[src/rtl/alu_seq.sv]
// Handshaked ALU with registered result, shifts and optional iterative multiply.
// Latency 1 cycle for single-cycle ops, WIDTH+1 cycles for MUL (ALU_SEQ_MUL_EN).
// Holds the result in DONE until out_ready; in_ready only while IDLE (one op in flight).
//
// Ports: clk/rst (async, active-high); in_valid/in_ready/op/in_x/in_y request side;
//        out_valid/out_ready/out_s/out_c/zero/overflow/err result side.
// Build option: define ALU_SEQ_MUL_EN to enable op 1011 as a shift-add multiplier;
//        without it op 1011 behaves as a reserved opcode (err=1, latency 1).
module alu_seq #(
    parameter int WIDTH = 4
) (
    input  logic             clk,
    input  logic             rst,
    input  logic             in_valid,
    output logic             in_ready,
    input  logic [3:0]       op,
    input  logic [WIDTH-1:0] in_x,
    input  logic [WIDTH-1:0] in_y,
    output logic             out_valid,
    input  logic             out_ready,
    output logic [WIDTH-1:0] out_s,
    output logic             out_c,
    output logic             zero,
    output logic             overflow,
    output logic             err
);

    localparam logic [3:0] OP_ADD = 4'b0000;
    localparam logic [3:0] OP_SUB = 4'b0001;
    localparam logic [3:0] OP_NOT = 4'b0010;
    localparam logic [3:0] OP_AND = 4'b0011;
    localparam logic [3:0] OP_OR  = 4'b0100;
    localparam logic [3:0] OP_XOR = 4'b0101;
    localparam logic [3:0] OP_SLT = 4'b0110;
    localparam logic [3:0] OP_SEQ = 4'b0111;
    localparam logic [3:0] OP_SLL = 4'b1000;
    localparam logic [3:0] OP_SRL = 4'b1001;
    localparam logic [3:0] OP_SRA = 4'b1010;
`ifdef ALU_SEQ_MUL_EN
    localparam logic [3:0] OP_MUL = 4'b1011;
    localparam int         SHW    = $clog2(WIDTH);
`endif

    typedef struct packed {
        logic [WIDTH-1:0] s;
        logic             c;
        logic             z;
        logic             v;
        logic             e;
    } res_t;

`ifdef ALU_SEQ_MUL_EN
    typedef enum logic [1:0] {IDLE = 2'd0, BUSY = 2'd1, DONE = 2'd2} state_t;
`else
    typedef enum logic {IDLE = 1'b0, DONE = 1'b1} state_t;
`endif

    state_t state, state_n;
    logic   accept;
    res_t   res;

    // Arithmetic and shift helpers, all from the live request inputs: single-cycle
    // results are captured directly into the output registers on accept.
    logic [WIDTH:0] add_w, sub_w, sll_w, srl_w, sra_w;
    logic           add_ovf, sub_ovf, slt_bit, eq, shift_big, shift_zero;

    assign add_w   = {1'b0, in_x} + {1'b0, in_y};
    assign sub_w   = {1'b0, in_x} + {1'b0, ~in_y} + {{WIDTH{1'b0}}, 1'b1};
    assign add_ovf = (in_x[WIDTH-1] == in_y[WIDTH-1]) && (add_w[WIDTH-1] != in_x[WIDTH-1]);
    assign sub_ovf = (in_x[WIDTH-1] != in_y[WIDTH-1]) && (sub_w[WIDTH-1] != in_x[WIDTH-1]);
    assign slt_bit = sub_w[WIDTH-1] ^ sub_ovf;
    assign eq      = (in_x == in_y);

    // One guard bit beside the operand catches the last bit shifted out.
    assign sll_w      = {1'b0, in_x} << in_y;
    assign srl_w      = {in_x, 1'b0} >> in_y;
    assign sra_w      = $unsigned($signed({in_x, 1'b0}) >>> in_y);
    assign shift_big  = (in_y >= WIDTH'(WIDTH));
    assign shift_zero = (in_y == '0);

    assign in_ready  = (state == IDLE) && !rst;
    assign out_valid = (state == DONE);
    assign accept    = in_valid && in_ready;

    always_comb begin
        res = '0;
        unique case (op)
            OP_ADD: begin
                res.s = add_w[WIDTH-1:0];
                res.c = add_w[WIDTH];
                res.v = add_ovf;
                res.z = ~|add_w[WIDTH-1:0];
            end
            OP_SUB: begin
                res.s = sub_w[WIDTH-1:0];
                res.c = sub_w[WIDTH];
                res.v = sub_ovf;
                res.z = ~|sub_w[WIDTH-1:0];
            end
            OP_NOT: begin
                res.s = ~in_x;
                res.z = ~|res.s;
            end
            OP_AND: begin
                res.s = in_x & in_y;
                res.z = ~|res.s;
            end
            OP_OR: begin
                res.s = in_x | in_y;
                res.z = ~|res.s;
            end
            OP_XOR: begin
                res.s = in_x ^ in_y;
                res.z = ~|res.s;
            end
            OP_SLT: begin
                res.s = {{(WIDTH-1){1'b0}}, slt_bit};
                res.z = eq;
            end
            OP_SEQ: begin
                res.s = {{(WIDTH-1){1'b0}}, eq};
                res.z = eq;
            end
            OP_SLL: begin
                if (shift_zero) begin
                    res.s = in_x;
                end else if (!shift_big) begin
                    res.s = sll_w[WIDTH-1:0];
                    res.c = sll_w[WIDTH];
                end
                res.z = ~|res.s;
            end
            OP_SRL: begin
                if (shift_zero) begin
                    res.s = in_x;
                end else if (!shift_big) begin
                    res.s = srl_w[WIDTH:1];
                    res.c = srl_w[0];
                end
                res.z = ~|res.s;
            end
            OP_SRA: begin
                if (shift_zero) begin
                    res.s = in_x;
                end else if (shift_big) begin
                    res.s = {WIDTH{in_x[WIDTH-1]}};
                end else begin
                    res.s = sra_w[WIDTH:1];
                    res.c = sra_w[0];
                end
                res.z = ~|res.s;
            end
`ifdef ALU_SEQ_MUL_EN
            OP_MUL: res = '0;  // produced by the BUSY datapath instead
`endif
            default: res.e = 1'b1;
        endcase
    end

`ifdef ALU_SEQ_MUL_EN
    // Shift-add multiplier: one partial product of the latched operands per BUSY cycle.
    logic [WIDTH-1:0]   x_r, y_r;
    logic [2*WIDTH-1:0] prod, prod_n;
    logic [SHW-1:0]     count;
    logic               mul_last;

    assign mul_last = (count == SHW'(WIDTH - 1));
    assign prod_n   = prod + (y_r[count] ? ({{WIDTH{1'b0}}, x_r} << count) : '0);
`endif

    always_ff @(posedge clk or posedge rst) begin
        if (rst) begin
            state <= IDLE;
        end else begin
            state <= state_n;
        end
    end

    always_comb begin
        state_n = state;
        unique case (state)
            IDLE: begin
                if (accept) begin
`ifdef ALU_SEQ_MUL_EN
                    state_n = (op == OP_MUL) ? BUSY : DONE;
`else
                    state_n = DONE;
`endif
                end
            end
`ifdef ALU_SEQ_MUL_EN
            BUSY: if (mul_last) state_n = DONE;
`endif
            DONE: if (out_ready) state_n = IDLE;
            default: state_n = IDLE;
        endcase
    end

    always_ff @(posedge clk or posedge rst) begin
        if (rst) begin
            out_s    <= '0;
            out_c    <= 1'b0;
            zero     <= 1'b0;
            overflow <= 1'b0;
            err      <= 1'b0;
`ifdef ALU_SEQ_MUL_EN
            x_r      <= '0;
            y_r      <= '0;
            prod     <= '0;
            count    <= '0;
`endif
        end else if (accept) begin
`ifdef ALU_SEQ_MUL_EN
            if (op == OP_MUL) begin
                x_r   <= in_x;
                y_r   <= in_y;
                prod  <= '0;
                count <= '0;
            end else
`endif
            begin
                out_s    <= res.s;
                out_c    <= res.c;
                zero     <= res.z;
                overflow <= res.v;
                err      <= res.e;
            end
        end
`ifdef ALU_SEQ_MUL_EN
        else if (state == BUSY) begin
            prod  <= prod_n;
            count <= count + 1'b1;
            if (mul_last) begin
                out_s    <= prod_n[WIDTH-1:0];
                out_c    <= 1'b0;
                zero     <= ~|prod_n[WIDTH-1:0];
                overflow <= |prod_n[2*WIDTH-1:WIDTH];
                err      <= 1'b0;
            end
        end
`endif
    end

endmodule

[config.mk]
export PLATFORM = sky130hd
export DESIGN_NAME = alu_seq
export DESIGN_NICKNAME = d
export VERILOG_FILES = /design/src/rtl/alu_seq.sv
export SDC_FILE = /design/constraint.sdc
export NUM_CORES = 1
export LEC_CHECK = 0
export CAP_MARGIN = 20
export CORE_ASPECT_RATIO = 1.4
export CORE_MARGIN = 4
export CORE_UTILIZATION = 50
export DETAILED_ROUTE_END_ITERATION = 16
export PLACE_DENSITY = 0.79
export REMOVE_ABC_BUFFERS = 1
export SLEW_MARGIN = 20
export SYNTH_ARGS = -nofsm -noshare
export SYNTH_HDL_FRONTEND = slang
export SYNTH_SLANG_ARGS = --single-unit
[constraint.sdc]
create_clock -name clk -period 1.3 [get_ports clk]
set_input_delay 0.26 -clock clk [delete_from_list [all_inputs] [get_ports clk]]
set_output_delay 0.26 -clock clk [all_outputs]
set_load 0.01 [all_outputs]
==> flow_summary.yaml, run 1 <==
place:
  numPortBuffers: 25
  place_congestion: 0.9447
  hpwl_mm: 4.289
  dp_worst_setup_slack_ps: -1588
timing:
  finalSetupViolCount: 7
  rsz0062_at_grt: "yes"
  fin_crit_ps: 2173
  clock_skew_ps: 10.38
  hold_viol_final: 0
  finalWorstSetupSlack_ps: -873.4
  post-route-period-util: 1.672
  relSlewSlack: 0.6999
  max_slew.worst_pin.slew_ps: 446.7
  drv_slew: 0
  fmaxAchievable_mhz: 460.1
pwr:
  power_uw: 1731
  cell_internal_pwr_uw: 1025
  ir_drop_mv: 0.5884
  p_clk_frac: 0.205
  leakage_uw: 0.001239
  comb_power_share: 0.592
  p_per_area_nw_per_um2: 655.8
  seqPwrFrac: 0.202
  p_sw_frac: 0.4079
  switchingPower_uw: 706.2
synth:
  synth_top_family_by_area: "compound AO/OA/AOI/OAI gates"
  seq_area_frac_synth: 0.1477
  syn_area_per_cell_um2: 7.404
  synthesis.area_um2: 1525
  yosysMostFrequentCell: "nand2_1"
  async_reset_ff_frac: 1.000
  synth_edf_count: 0
  synth_seq_cells: 9
  synth-compound-area-share: 0.2879
  muxShareOfSynthArea: 0.04594
  synth_top_flop_cell: "dfrtp_1"
  synthTopCellsByCount: "21 x nand2_1, 19 x nor2_1, 14 x a21oi_1"
  synth_cell_type_count: 47
  syn-instance-count: 206
  yosys_warnings: 0
  synth-xor-area-share: 0.02297
  synth.top_cell.area_share: 0.1477
  synth_fa_ha_area_frac: 0.1460
  ys_top_cells_by_area: "dfrtp_1 15%, ha_1 11%, nand2_1 5.2%"
  synth_top_area_cell: "dfrtp_1"
  yosys.area_share.simple: 0.2773
route:
  drc: 0
  viasPerCell: 7.054
  top_layer: "met4"
  wl_mm: 7.793
  wl_met1_mm: 2.615
  wl_met2_mm: 3.601
  drt_iter0_drc: 301
  dr.pass1.iters: 7
  vias: 2342
  wl_met3_um: 822
  wire_per_inst_um: 23.47
  antenna_left: 0
setup_path:
  cp_slowest_stage_delay_ps: 400
  critical_path.top_delay_family: "compound AO/OA/AOI/OAI gates"
  startpoint_type: "input pin"
  worstPathArrival_ps: 2270
  crit_chain: "buf_8 > buf_4 > ha_1 > a21o_1 > a21oi_1 > xor2_1 > nor2_1 > o31ai_1 > o311ai_2"
  cp_max_fo: 14
  end_kind: "register"
  cp.buffers_inverters: 2
  slowest_stage: "o31ai_1"
  worst_ep_required_time_ps: 1400
  path_class: "input pin to register"
cells_and_area:
  nFillCells: 122
  syn2layout_area_growth_pct: 73.09
  nets: 328
  layout-drive-gt1-share: 0.4475
  final-seq-area_um2: 225.2
  multiInputGateArea_um2: 1428
  n_antenna_cell: 0
clocking:
  h-tree-depth: 1
  cts_sinks: 9
  path_clk_slew_ps: 60
  clock_path_buffers: 2
  tritoncts: "yes"
  cts_root_buffer: "clkbuf_8"
  cts_buffers: 3
  clk-insertion-delay-late_ps: 250
  cts_hold_buffers: 0
die:
  core-area_um2: 2907
  die_h_um: 73.35
  io_pins: 26
  dieArea_um2: 4011
  rows: 23
  start_util: 0.5248
  fp.dieW_um: 54.68
status:
  failed_checks: "negative setup slack"
  status: "complete, but fails checks"
worst_hold_path:
  hp-class: "input pin to asynchronous set/reset pin"
global_routing:
  grtUsageTotal: 0.3251
  grt_max_degree: 16
  antenna_found_initial: 0
  grt_pass1_vias: 2109
  grt_pass1_wl_mm: 9.535
  grt_remaining_overflow: 0
run:
  maxCapViolCount: 0
area by class of cell:
cell class | instances | share of cell area
sequential | 9 | 0.08531
clock buffer | 4 | 0.01706
tap | 37 | 0.01754
multi-input combinational | 171 | 0.5408
inverter | 12 | 0.02180
timing repair buffer | 99 | 0.3175
sequential cells by signal (all words and copies together) (netlist names):
register,flops
err,1
overflow,1
out_valid,1
zero,1
out_s,4
out_c,1
power by group through the flow:
stage          Combinational (uW)  Sequential, uW  Clock, uW
3_3_place_gp                  753             347          0
3_5_place_dp                  768             350          0
6_report                     1030             350        356
5_1_grt                      1070             351        354
2_1_floorplan                 302             367          0
4_1_cts                       846             345        326
timing repair:
item,4_1_cts,5_1_grt
buffers inserted,8,5
resized for setup,103,28
hold endpoints to repair,0,0
gates cloned,1,1
pin swaps,28,26
endpoints found under the setup margin,18,9
path summary, 6_finish.rpt:
check	startpoint	endpoint	slack (ps)	depth (start not counted)
worst max-delay path	in_y[1]	out_s[3]	-870	9
worst min-delay path	rst	out_s[0]	30	2
worst max register to register	out_valid	out_s[3]	0	4
worst min register to register	overflow	overflow	510	1
max in group asynchronous	rst	out_valid	990	2
min in group clk	overflow	overflow	510	1
layout by cell type, fill, tap and decap left out, types with 3 or more instances in the layout:
cell	netlist	layout
nor2_1	19	16
o21ai_0	12	8
nand3_1	7	5
clkbuf_8	0	3
buf_4	0	62
ha_1	13	6
dlygate4sd2_1	0	12
mux2i_1	7	7
dfrtp_1	9	9
buf_8	0	3
a21oi_1	14	8
nand2b_1	4	4
nor2_2	1	3
inv_1	12	5
buf_2	10	4
a21oi_2	0	5
nor2b_1	6	6
nor3_1	4	4
buf_6	0	13
a21o_1	5	5
inv_4	0	3
nor4_1	4	4
a22o_1	4	4
nand2_1	21	20
a211oi_1	4	3
o22ai_1	5	5
ha_4	0	5
xor2_1	3	3
inv_2	0	3
per-stage QoR:
step                      setup TNS, ps  instances  area, um^2    util  hold slack, ps
after CTS                         -4011        327        2499  0.8597           352.5
after global placement            -9982        314        2207  0.7594           459.2
after detailed placement         -10510        314        2207  0.7594           469.5
final                             -4503        332        2640  0.9083           33.40
after floorplan                   -4501        192        1460       -           87.92
after global routing              -5360        332        2640  0.9083           89.76
cells by family after synthesis:
group	after synthesis
AOI/OAI and AO/OA	65
xor gates and xnor gates	4
adders and majority gates	16
buffers and inverters	26
DFF	9
muxes	7
and+or+nand+nor	79
metal layers:
layer  GRT usage  vias to the layer above
met5           0                        -
met4      0.2604                        0
met3     0.07302                      102
met2      0.5632                      245
met1      0.3104                     1056
li1            -                      939
No activity file was read; power rests on OpenSTA's default activity.
==> run 2, diff against run 1 <==
- CORE_MARGIN: 4 -> default
==> run 2 against run 1 <==
  * The run now fails in 5_1_grt
  * Synthesized cell count stayed put
  * Synthesized area did not move
==> flow_summary.yaml, run 2 <==
clocking:
  cts_buffers: 3
  h-tree-depth: 1
  cts_sinks: 9
  clock_path_buffers: 2
  cts_root_buffer: "clkbuf_8"
synth:
  seq_area_frac_synth: 0.1477
  synth.top_cell.area_share: 0.1477
  synthTopCellsByCount: "21 x nand2_1, 19 x nor2_1, 14 x a21oi_1"
  syn_area_per_cell_um2: 7.404
  synthesis.area_um2: 1525
  async_reset_ff_frac: 1.000
  synth_top_area_cell: "dfrtp_1"
  ys_top_cells_by_area: "dfrtp_1 15%, ha_1 11%, nand2_1 5.2%"
  yosys_warnings: 0
  synth_seq_cells: 9
  synth_cell_type_count: 47
  syn-instance-count: 206
  synth_top_flop_cell: "dfrtp_1"
  synth_edf_count: 0
  yosysMostFrequentCell: "nand2_1"
place:
  dpl_cell_area_um2: 2255
  hpwl_mm: 4.685
  dp.cells: 317
  numPortBuffers: 25
  place_congestion: 1.006
global_routing:
  grt_max_degree: 16
  grt_remaining_overflow: 46
  grtUsageTotal: 0.6670
die:
  io_pins: 26
  start_util: 0.5300
  fp.dieW_um: 48.68
  die_h_um: 67.35
  rows: 23
timing:
  grt_repair_worst_endpoint: "zero$_DFFE_PP0P_/D"
  worstEpCategory: "sequential cell input"
status:
  status: "stopped before the end"
  error_line: "[ERROR GRT-0232] Routing congestion too high. Check the congestion heatmap in the GUI."
  stop_stage: "5_1_grt"
[run 2: layer usage]
metal / track usage / GRT overflow
met1: 0.5776 / 1
met2: 0.9688 / 21
met3: 0.4189 / 2
met4: 0.8125 / 22
met5: 0.05000 / 0
[run 2: logic make-up after synthesis]
kind of cell / synth area share
AO/OA/AOI/OAI: 0.2880
multiplexers: 0.04594
flip-flops: 0.1477
XOR/XNOR: 0.02297
buffers and inverters: 0.07219
adder cells (fa/ha/maj): 0.1460
AND/OR/NAND/NOR: 0.2773
[run 2: timing repair]
action,CTS
buffers inserted,7
hold buffers,0
setup endpoints to repair,18
pin swaps,34
resized for setup,113
gates cloned,0
[run 2: per-stage QoR]
stage,setup TNS [ps],worst slack (ps)
detailed placement,-9965,-1483
global placement,-9412,-1417
CTS,-3757,-728.1
floorplan,-4501,-977.1
==> run 3, diff against run 2 <==
- CORE_ASPECT_RATIO: 1.4 -> default
- CORE_UTILIZATION: 50 -> 35
- PLACE_DENSITY: 0.79 -> default
- PLACE_DENSITY_LB_ADDON: default -> 0.15
==> run 3 against run 2 <==
  * The flow now finishes, with violations (negative setup slack)
==> flow_summary.yaml, run 3 (synthesized netlist as in run 1, its figures left out) <==
cells_and_area:
  nets: 324
  multiInputGateArea_um2: 1379
  syn2layout_area_growth_pct: 68.99
  regMostFlops: "out_s"
  design_area_um2: 2577
  nFillCells: 353
  layout-drive-gt1-share: 0.4192
  largest_reg_flops: 4
  instances_no_fill: 341
  final_common_cell: "buf_4"
  final_cell_mix: "62 x buf_4, 21 x nand2_1, 16 x nor2_1, 11 x dlygate4sd2_1, 10 x a21oi_1"
  n_antenna_cell: 0
  final-seq-area_um2: 225.2
die:
  core-area_um2: 4086
  io_pins: 26
  dieArea_um2: 4626
  fp.dieW_um: 68.02
  start_util: 0.3732
  rows: 23
  die_h_um: 68.02
timing:
  rsz0062_at_grt: "yes"
  max_slew.worst_pin.slew_ps: 435.2
  finalSetupViolCount: 7
  fmaxAchievable_mhz: 502.4
  relSlewSlack: 0.7076
  setup_tns_ps: -3482
  finalWorstSetupSlack_ps: -690.3
  fin_crit_ps: 1990
  hold_viol_final: 0
  clock_skew_ps: 0.6216
  drv_slew: 0
  post-route-period-util: 1.531
clocking:
  tritoncts: "yes"
  cts_buffers: 3
  cts_root_buffer: "clkbuf_8"
  cts_sinks: 9
  h-tree-depth: 1
  path_clk_slew_ps: 40
  clk-insertion-delay-late_ps: 230
  clock_path_buffers: 2
pwr:
  cell_internal_pwr_uw: 995.8
  seqPwrFrac: 0.219
  p_sw_frac: 0.3622
  p_per_area_nw_per_um2: 605.8
  p_clk_frac: 0.206
  leakage_uw: 0.001204
  power_uw: 1561
  ir_drop_mv: 0.2713
  comb_power_share: 0.575
  switchingPower_uw: 565.6
global_routing:
  grt_pass1_wl_mm: 8.038
  grtUsageTotal: 0.2320
  grt_max_degree: 15
  grt_remaining_overflow: 0
  grt_pass1_vias: 1744
  antenna_found_initial: 0
setup_path:
  crit_chain: "buf_8 > inv_8 > ha_4 > o21bai_4 > a21oi_2 > fa_1 > nor4b_4 > a22o_1 > nand3_2 > nand3_2 > o41ai_2 > nand2_1"
  startpoint_type: "input pin"
  worstPathArrival_ps: 2100
  slowest_stage: "fa_1"
  cp_slowest_stage_delay_ps: 460
  r2r_slack_ps: 100
  cpMostUsedCell: "nand3_2"
  path_class: "input pin to register"
  end_kind: "register"
  cp_max_fo: 4
  reg2reg_depth: 5
  worst_ep_required_time_ps: 1410
route:
  vias: 1862
  dr.pass1.iters: 4
  wire_per_inst_um: 15.33
  wl_mm: 5.227
  antenna_left: 0
  viasPerCell: 5.460
  drc: 0
  drt_iter0_drc: 184
place:
  hpwl_mm: 3.861
  dpl_cell_area_um2: 2251
  numPortBuffers: 25
  dp.cells: 329
  dp_worst_setup_slack_ps: -1515
  place_congestion: 0.9197
status:
  failed_checks: "negative setup slack"
  status: "complete, but fails checks"
worst_hold_path:
  hp-class: "input pin to asynchronous set/reset pin"
run:
  maxCapViolCount: 0
-- run 3: power groups by stage --
stage               Combinational [uW]  Clock (uW)  Sequential, uW
global placement                   782           0             347
finish                             898         321             342
floorplan                          302           0             367
CTS                                846         328             342
global route                       973         339             347
detailed placement                 784           0             347
-- run 3: worst paths after layout --
kind / startpoint / to
max in group asynchronous: rst / out_c
min in group clk: out_c / out_c
min: rst / err
max reg2reg: out_valid / overflow
min reg2reg: out_c / out_c
max: in_y[1] / zero
-- run 3: critical path: cells and delay by family --
kind            cells  cell delay (ps)
fa+ha+maj           2              730
compound gates      4              620
simple gates        4              360
buf+inv             2              120
-- run 3: what timing repair did --
item | in CTS | in global routing
pin swaps | 25 | 20
hold buffers | 0 | 0
resized for setup | 99 | 21
buffers inserted | 8 | 0
endpoints found under the setup margin | 18 | 10
gates cloned | 0 | 0
-- run 3: cell type report --
cell class | count | area share
Tap cell | 50 | 0.02427
Multi-Input combinational cell | 171 | 0.5350
Clock buffer | 4 | 0.01748
Sequential cell | 9 | 0.08738
Inverter | 12 | 0.02330
Timing Repair Buffer | 95 | 0.3126
-- run 3: routing by layer --
metal | wire length, um | global-route usage
met2 | 2525 | 0.3946
met1 | 2270 | 0.3118
met5 | 0 | 0
met3 | 282 | 0.01000
met4 | 148 | 0.07292
-- run 3: metrics by stage --
stage,utilization,hold WS [ps]
3_3_place_gp,0.5508,460.2
2_1_floorplan,-,87.92
5_1_grt,0.6307,389.6
6_report,0.6307,341.4
4_1_cts,0.6154,349.4
3_5_place_dp,0.5508,474.1
==> RTL change 1 (config.mk and constraints of run 1) <==
The option `ALU_SEQ_MUL_EN` is turned on by a define.
--- a/src/rtl/alu_seq.sv
+++ b/src/rtl/alu_seq.sv
@@ -6,6 +6,8 @@
 //        out_valid/out_ready/out_s/out_c/zero/overflow/err result side.
 // Build option: define ALU_SEQ_MUL_EN to enable op 1011 as a shift-add multiplier;
 //        without it op 1011 behaves as a reserved opcode (err=1, latency 1).
+`define ALU_SEQ_MUL_EN
+
 module alu_seq #(
     parameter int WIDTH = 4
 ) (
Behaviour: not the same (Yosys sat finds a counterexample within 4 cycles, from zero or initial values and one cycle with rst high).
==> RTL change 1 against run 1 <==
The run still ends with setup timing left. Critical path depth unchanged. Sequential cell count up 19. Routed wire length up 64%. Synthesized area up 85%. Count of clock-buffer cells in the layout unchanged. Die area up 73%. Worst setup slack worse by 0.33 ns. Clock skew up 0.0049 ns. Final area up 76%. Power rose to 3.2 times the old value. Hold slack better by 0.31 ns. Critical endpoint is now prod[6]. Largest cell class unchanged. Highest routed layer is now met5.
==> RTL change 1: results (changes against run 1) <==
| Metric | Value |
|---|---|
| Slew of the pin with the lowest slew margin | `0.585 ns (was 0.447 ns)` |
| Failing checks | `setup timing (unchanged)` |
| Synth Area in Adders | `0.121 (was 0.146)` |
| Uppermost routed layer | `met5 (was met4)` |
| Source-to-sink clock delay at the later pin of the worst-skew pair | `0.28 ns (was 0.25 ns)` |
| Power density relative to cell area | `1190 mW/mm^2 (was 656 mW/mm^2)` |
| Leakage power of the design | `2.07 nW (was 1.24 nW)` |
| Wire length of the first global-routing pass | `18.0 mm (was 9.54 mm)` |
| R2R depth | `9 (was 4)` |
| Vias in the first global route | `3,560 (was 2,109)` |
| Crit path max-delay family | `multiplexers (was compound AO/OA/AOI/OAI gates)` |
| Pin count of the biggest net entering global routing | `29 (was 16)` |
| Critical-path top delay cell | `mux4_2 (was o31ai_1)` |
| Logic power comb | `3.56 mW (was 1.03 mW)` |
| Met2 Resource Use GR | `0.597 (was 0.563)` |
| Run status | `finished with violations (unchanged)` |
| Synth cell types | `64 (was 47)` |
| Post-Route Setup TNS | `-20.39 ns (was -4.50 ns)` |
| Detailed-routing wirelength on met1 | `3.94 mm (was 2.62 mm)` |
| Worst-case setup margin in the final layout | `-1.20 ns (was -0.873 ns)` |
| Number of setup violations in the final report | `30 (was 7)` |
| Endpoint of the most critical register-to-register path | `prod[6] (was out_s[3])` |
| Gp weighted congestion | `1.15 (was 0.945)` |
| WHS | `0.341 ns (was 0.0334 ns)` |
| Arrival time reported for the critical path endpoint | `2.66 ns (was 2.27 ns)` |
RTL change 1: changes by cell type in the layout (fill, tap and decap cells not counted), sizes merged, moves of 4 or more:
cell / change
buf: +40
dfrtp: +19
mux2: +15
nand2: +14
o21ai: +11
nor3: +10
ha: +8
a31oi: +6
nand2b: +6
xnor2: +5
a21oi: +4
nor2: +4
RTL change 1: worst max path at each step:
stage | from | end | slack (ns) | depth (start not counted)
2_1_floorplan | count[0] | prod[6] | -1.24 | 9
3_3_place_gp | in_x[1] | out_s[0] | -1.70 | 13
3_5_place_dp | in_x[1] | out_s[0] | -1.81 | 13
4_1_cts | in_y[1] | out_s[0] | -1.06 | 13
5_1_grt | count[0] | prod[4] | -1.38 | 9
6_report | count[0] | prod[6] | -1.20 | 9
RTL change 1: area by class of cell:
type                       count  area, um^2
clock buffer                   4        55.1
fill                         278         848
inverter                      16        67.6
multi-input combinational    274        2430
sequential                    28         702
tap                           68        85.1
timing repair buffer         141        1290
RTL change 1: worst min-delay path, cell delays in order:
cell and delay [ns]:
dlygate4sd2_1 0.37, inv_1 0.16, buf_12 0.20
RTL change 1: what timing repair did:
| item | in CTS | in global routing |
|---|---|---|
| gates resized for setup | 136 | 42 |
| endpoints found under the setup margin | 38 | 30 |
| hold endpoints to repair | 0 | 0 |
| setup buffers | 15 | 8 |
| gates cloned | 1 | 0 |
| hold buffers | 0 | 0 |
| pin swaps | 34 | 23 |
RTL change 1: metrics by stage:
step | setup WS [ns] | utilization | std cells | cell area [um^2]
2_1_floorplan | -1.24 | - | 318 | 2730
3_3_place_gp | -1.70 | 0.695 | 506 | 3810
3_5_place_dp | -1.81 | 0.695 | 506 | 3810
4_1_cts | -1.06 | 0.800 | 524 | 4390
5_1_grt | -1.38 | 0.845 | 531 | 4640
6_report | -1.20 | 0.845 | 531 | 4640
==> RTL change 2 (config.mk and constraints of run 1) <==
Without the edit above. Make the reset (`rst`) synchronous in 2 clocked blocks. Comments in the files are not updated.
--- a/src/rtl/alu_seq.sv
+++ b/src/rtl/alu_seq.sv
@@ -168,7 +168,7 @@
     assign prod_n   = prod + (y_r[count] ? ({{WIDTH{1'b0}}, x_r} << count) : '0);
 `endif
 
-    always_ff @(posedge clk or posedge rst) begin
+    always_ff @(posedge clk) begin
         if (rst) begin
             state <= IDLE;
         end else begin
@@ -196,7 +196,7 @@
         endcase
     end
 
-    always_ff @(posedge clk or posedge rst) begin
+    always_ff @(posedge clk) begin
         if (rst) begin
             out_s    <= '0;
             out_c    <= 1'b0;
Formal check against the unedited RTL: differs if rst is asserted again (counterexample within 4 cycles, from zero or initial values and one cycle with rst high); with rst held inactive, the same outputs for 10 cycles.
==> RTL change 2 against run 1 <==
The run still ends with setup timing left. Routed wire length up 19%. Final area up 5.1%. Worst setup slack worse by 0.11 ns. Count of clock-buffer cells in the layout unchanged. Synthesized area up 3.4%. Power down 4.7%. Sequential power down 14%. Cell count up 3.3%. Sequential cell count unchanged. Critical path type unchanged. Critical endpoint is now out_s[3].
==> RTL change 2: results (changes against run 1) <==
| Metric | Value |
|---|---|
| Run status | `finished with violations (unchanged)` |
| Commonest cells in the netlist | `22 x nor2_1, 14 x inv_1, 13 x ha_1, 13 x nand2_1, 9 x dfxtp_1 (was 21 x nand2_1, 19 x nor2_1, 14 x a21oi_1, 13 x ha_1)` |
| Post-Synthesis Cells | `212 (was 206)` |
| Vias in the first global route | `2,411 (was 2,109)` |
| Clock skew after layout | `0.00247 ns (was 0.0104 ns)` |
| Worst vdd ir | `0.000610 V (was 0.000588 V)` |
| Wire length of the first global-routing pass | `12.8 mm (was 9.54 mm)` |
| Path category of the worst min-delay check | `flop to flop (was input pin to asynchronous set/reset pin)` |
| Critical-path top delay cell | `fa_2 (was o31ai_1)` |
| Number of cells after detailed placement | `328 (was 314)` |
| Max-Slew Margin vs Limit | `0.598 (was 0.700)` |
| Delay contributed by the slowest stage of the critical path | `0.57 ns (was 0.40 ns)` |
| Number of setup violations in the final report | `8 (was 7)` |
| Crit path max-delay family | `compound AO/OA/AOI/OAI gates (unchanged)` |
| Post-Route Setup TNS | `-4.70 ns (was -4.50 ns)` |
| Gp weighted congestion | `1.04 (was 0.945)` |
| Count of routing violations after the opening detailed-route iteration | `277 (was 301)` |
| Detailed-route vias per instance | `7.41 (was 7.05)` |
| Overall routed net length | `9.24 mm (was 7.79 mm)` |
| Average wire length per cell after detail routing | `27.0 um (was 23.5 um)` |
| All-Layer GR Usage | `0.403 (was 0.325)` |
| Htree depth | `1 (unchanged)` |
| Sequential area share after synthesis | `0.114 (was 0.148)` |
| Async set-reset flop share out of synthesis | `0 (was 1.00)` |
| Leakage power of the design | `1.21 nW (was 1.24 nW)` |
| Clock Pin Slew Worst Setup and Hold Paths | `~0.050 ns` |
| Number of buffers created by CTS | `3 (unchanged)` |
| Synth cell types | `54 (was 47)` |
| Number of buffers between clock root and the deepest sink | `2 (unchanged)` |
| Area after DPL | `0.00232 mm^2 (was 0.00221 mm^2)` |
| Register with the most flip-flops | `out_s (unchanged)` |
| Number of antenna violations at the first check in global routing | `0 (unchanged)` |
| Clk Tree Root Cell | `clkbuf_8 (unchanged)` |
| Pin count of the biggest net entering global routing | `15 (was 16)` |
| Source-to-sink clock delay at the later pin of the worst-skew pair | `~0.24 ns` |
| Failing checks | `setup timing (unchanged)` |
| Final net count | `339 (was 328)` |
| Share of cells above drive strength 1 | `0.484 (was 0.447)` |
| CP max FO | `14 (unchanged)` |
| Worst-case setup margin in the final layout | `-0.980 ns (was -0.873 ns)` |
| Cells taking the most area after synthesis | `dfxtp_1 11%, ha_1 10%, nor2_1 5.2%, fa_1 3.8%, inv_1 3.3% (was dfrtp_1 15%, ha_1 11%, nand2_1 5.2%, nor2_1 4.7%, a21oi_1 4.6%)` |
| Yosys synthesis warning count | `0 (unchanged)` |
| Buffers on Ports | `25 (unchanged)` |
| First-pass DRT Iterations | `5 (was 7)` |
| Post-DP HPWL | `4.48 mm (was 4.29 mm)` |
| Pre-CTS WS | `-1.54 ns (was -1.59 ns)` |
==> RTL change 2: area by class of cell <==
type	count	area [um^2]
sequential	9	181
multi-input combinational	174	1570
clock buffer	4	45.0
tap	37	46.3
timing repair buffer	104	866
inverter	15	66.3
fill	83	160
==> RTL change 2: worst paths after layout <==
path                  start        to  slack [ns]  depth (start not counted)
hold / removal     out_s[1]  out_s[1]        0.48                          1
setup / recovery    in_x[1]  out_s[3]       -0.98                         12
setup reg to reg  out_valid  out_s[1]       -0.30                          5
hold reg to reg    out_s[1]  out_s[1]        0.48                          1
==> RTL change 2: repair_timing <==
| item | in CTS | in global routing |
|---|---|---|
| endpoints found under the setup margin | 18 | 8 |
| buffers inserted | 6 | 5 |
| gates cloned | 1 | 0 |
| gates resized for setup | 104 | 31 |
| pin swaps | 29 | 32 |
==> RTL change 2: cell families after synthesis <==
kind of cell / share of synthesized area
buffers and inverters: 0.0786
multiplexers: 0.0841
AO/OA/AOI/OAI: 0.241
XOR/XNOR: 0.0222
adder cells (fa/ha/maj): 0.141
AND/OR/NAND/NOR: 0.318
flip-flops: 0.114
==> RTL change 2: power breakdown <==
| part | switching (mW) | internal (mW) | leakage, nW | total [mW] |
|---|---|---|---|---|
| Sequential | 0.0115 | 0.290 | 0.0735 | 0.302 |
| Combinational | 0.528 | 0.474 | 1.12 | 1.00 |
| Clock | 0.131 | 0.215 | 0.0228 | 0.347 |
==> RTL change 2: metal layers <==
metal | vias to the layer above | part of all wire | global-route usage
met1 | 1108 | 0.31 | 0.459
li1 | 983 | - | -
met5 | - | 0 | 0
met2 | 324 | 0.45 | 0.664
met4 | 0 | 0.093 | 0.316
met3 | 125 | 0.14 | 0.0816
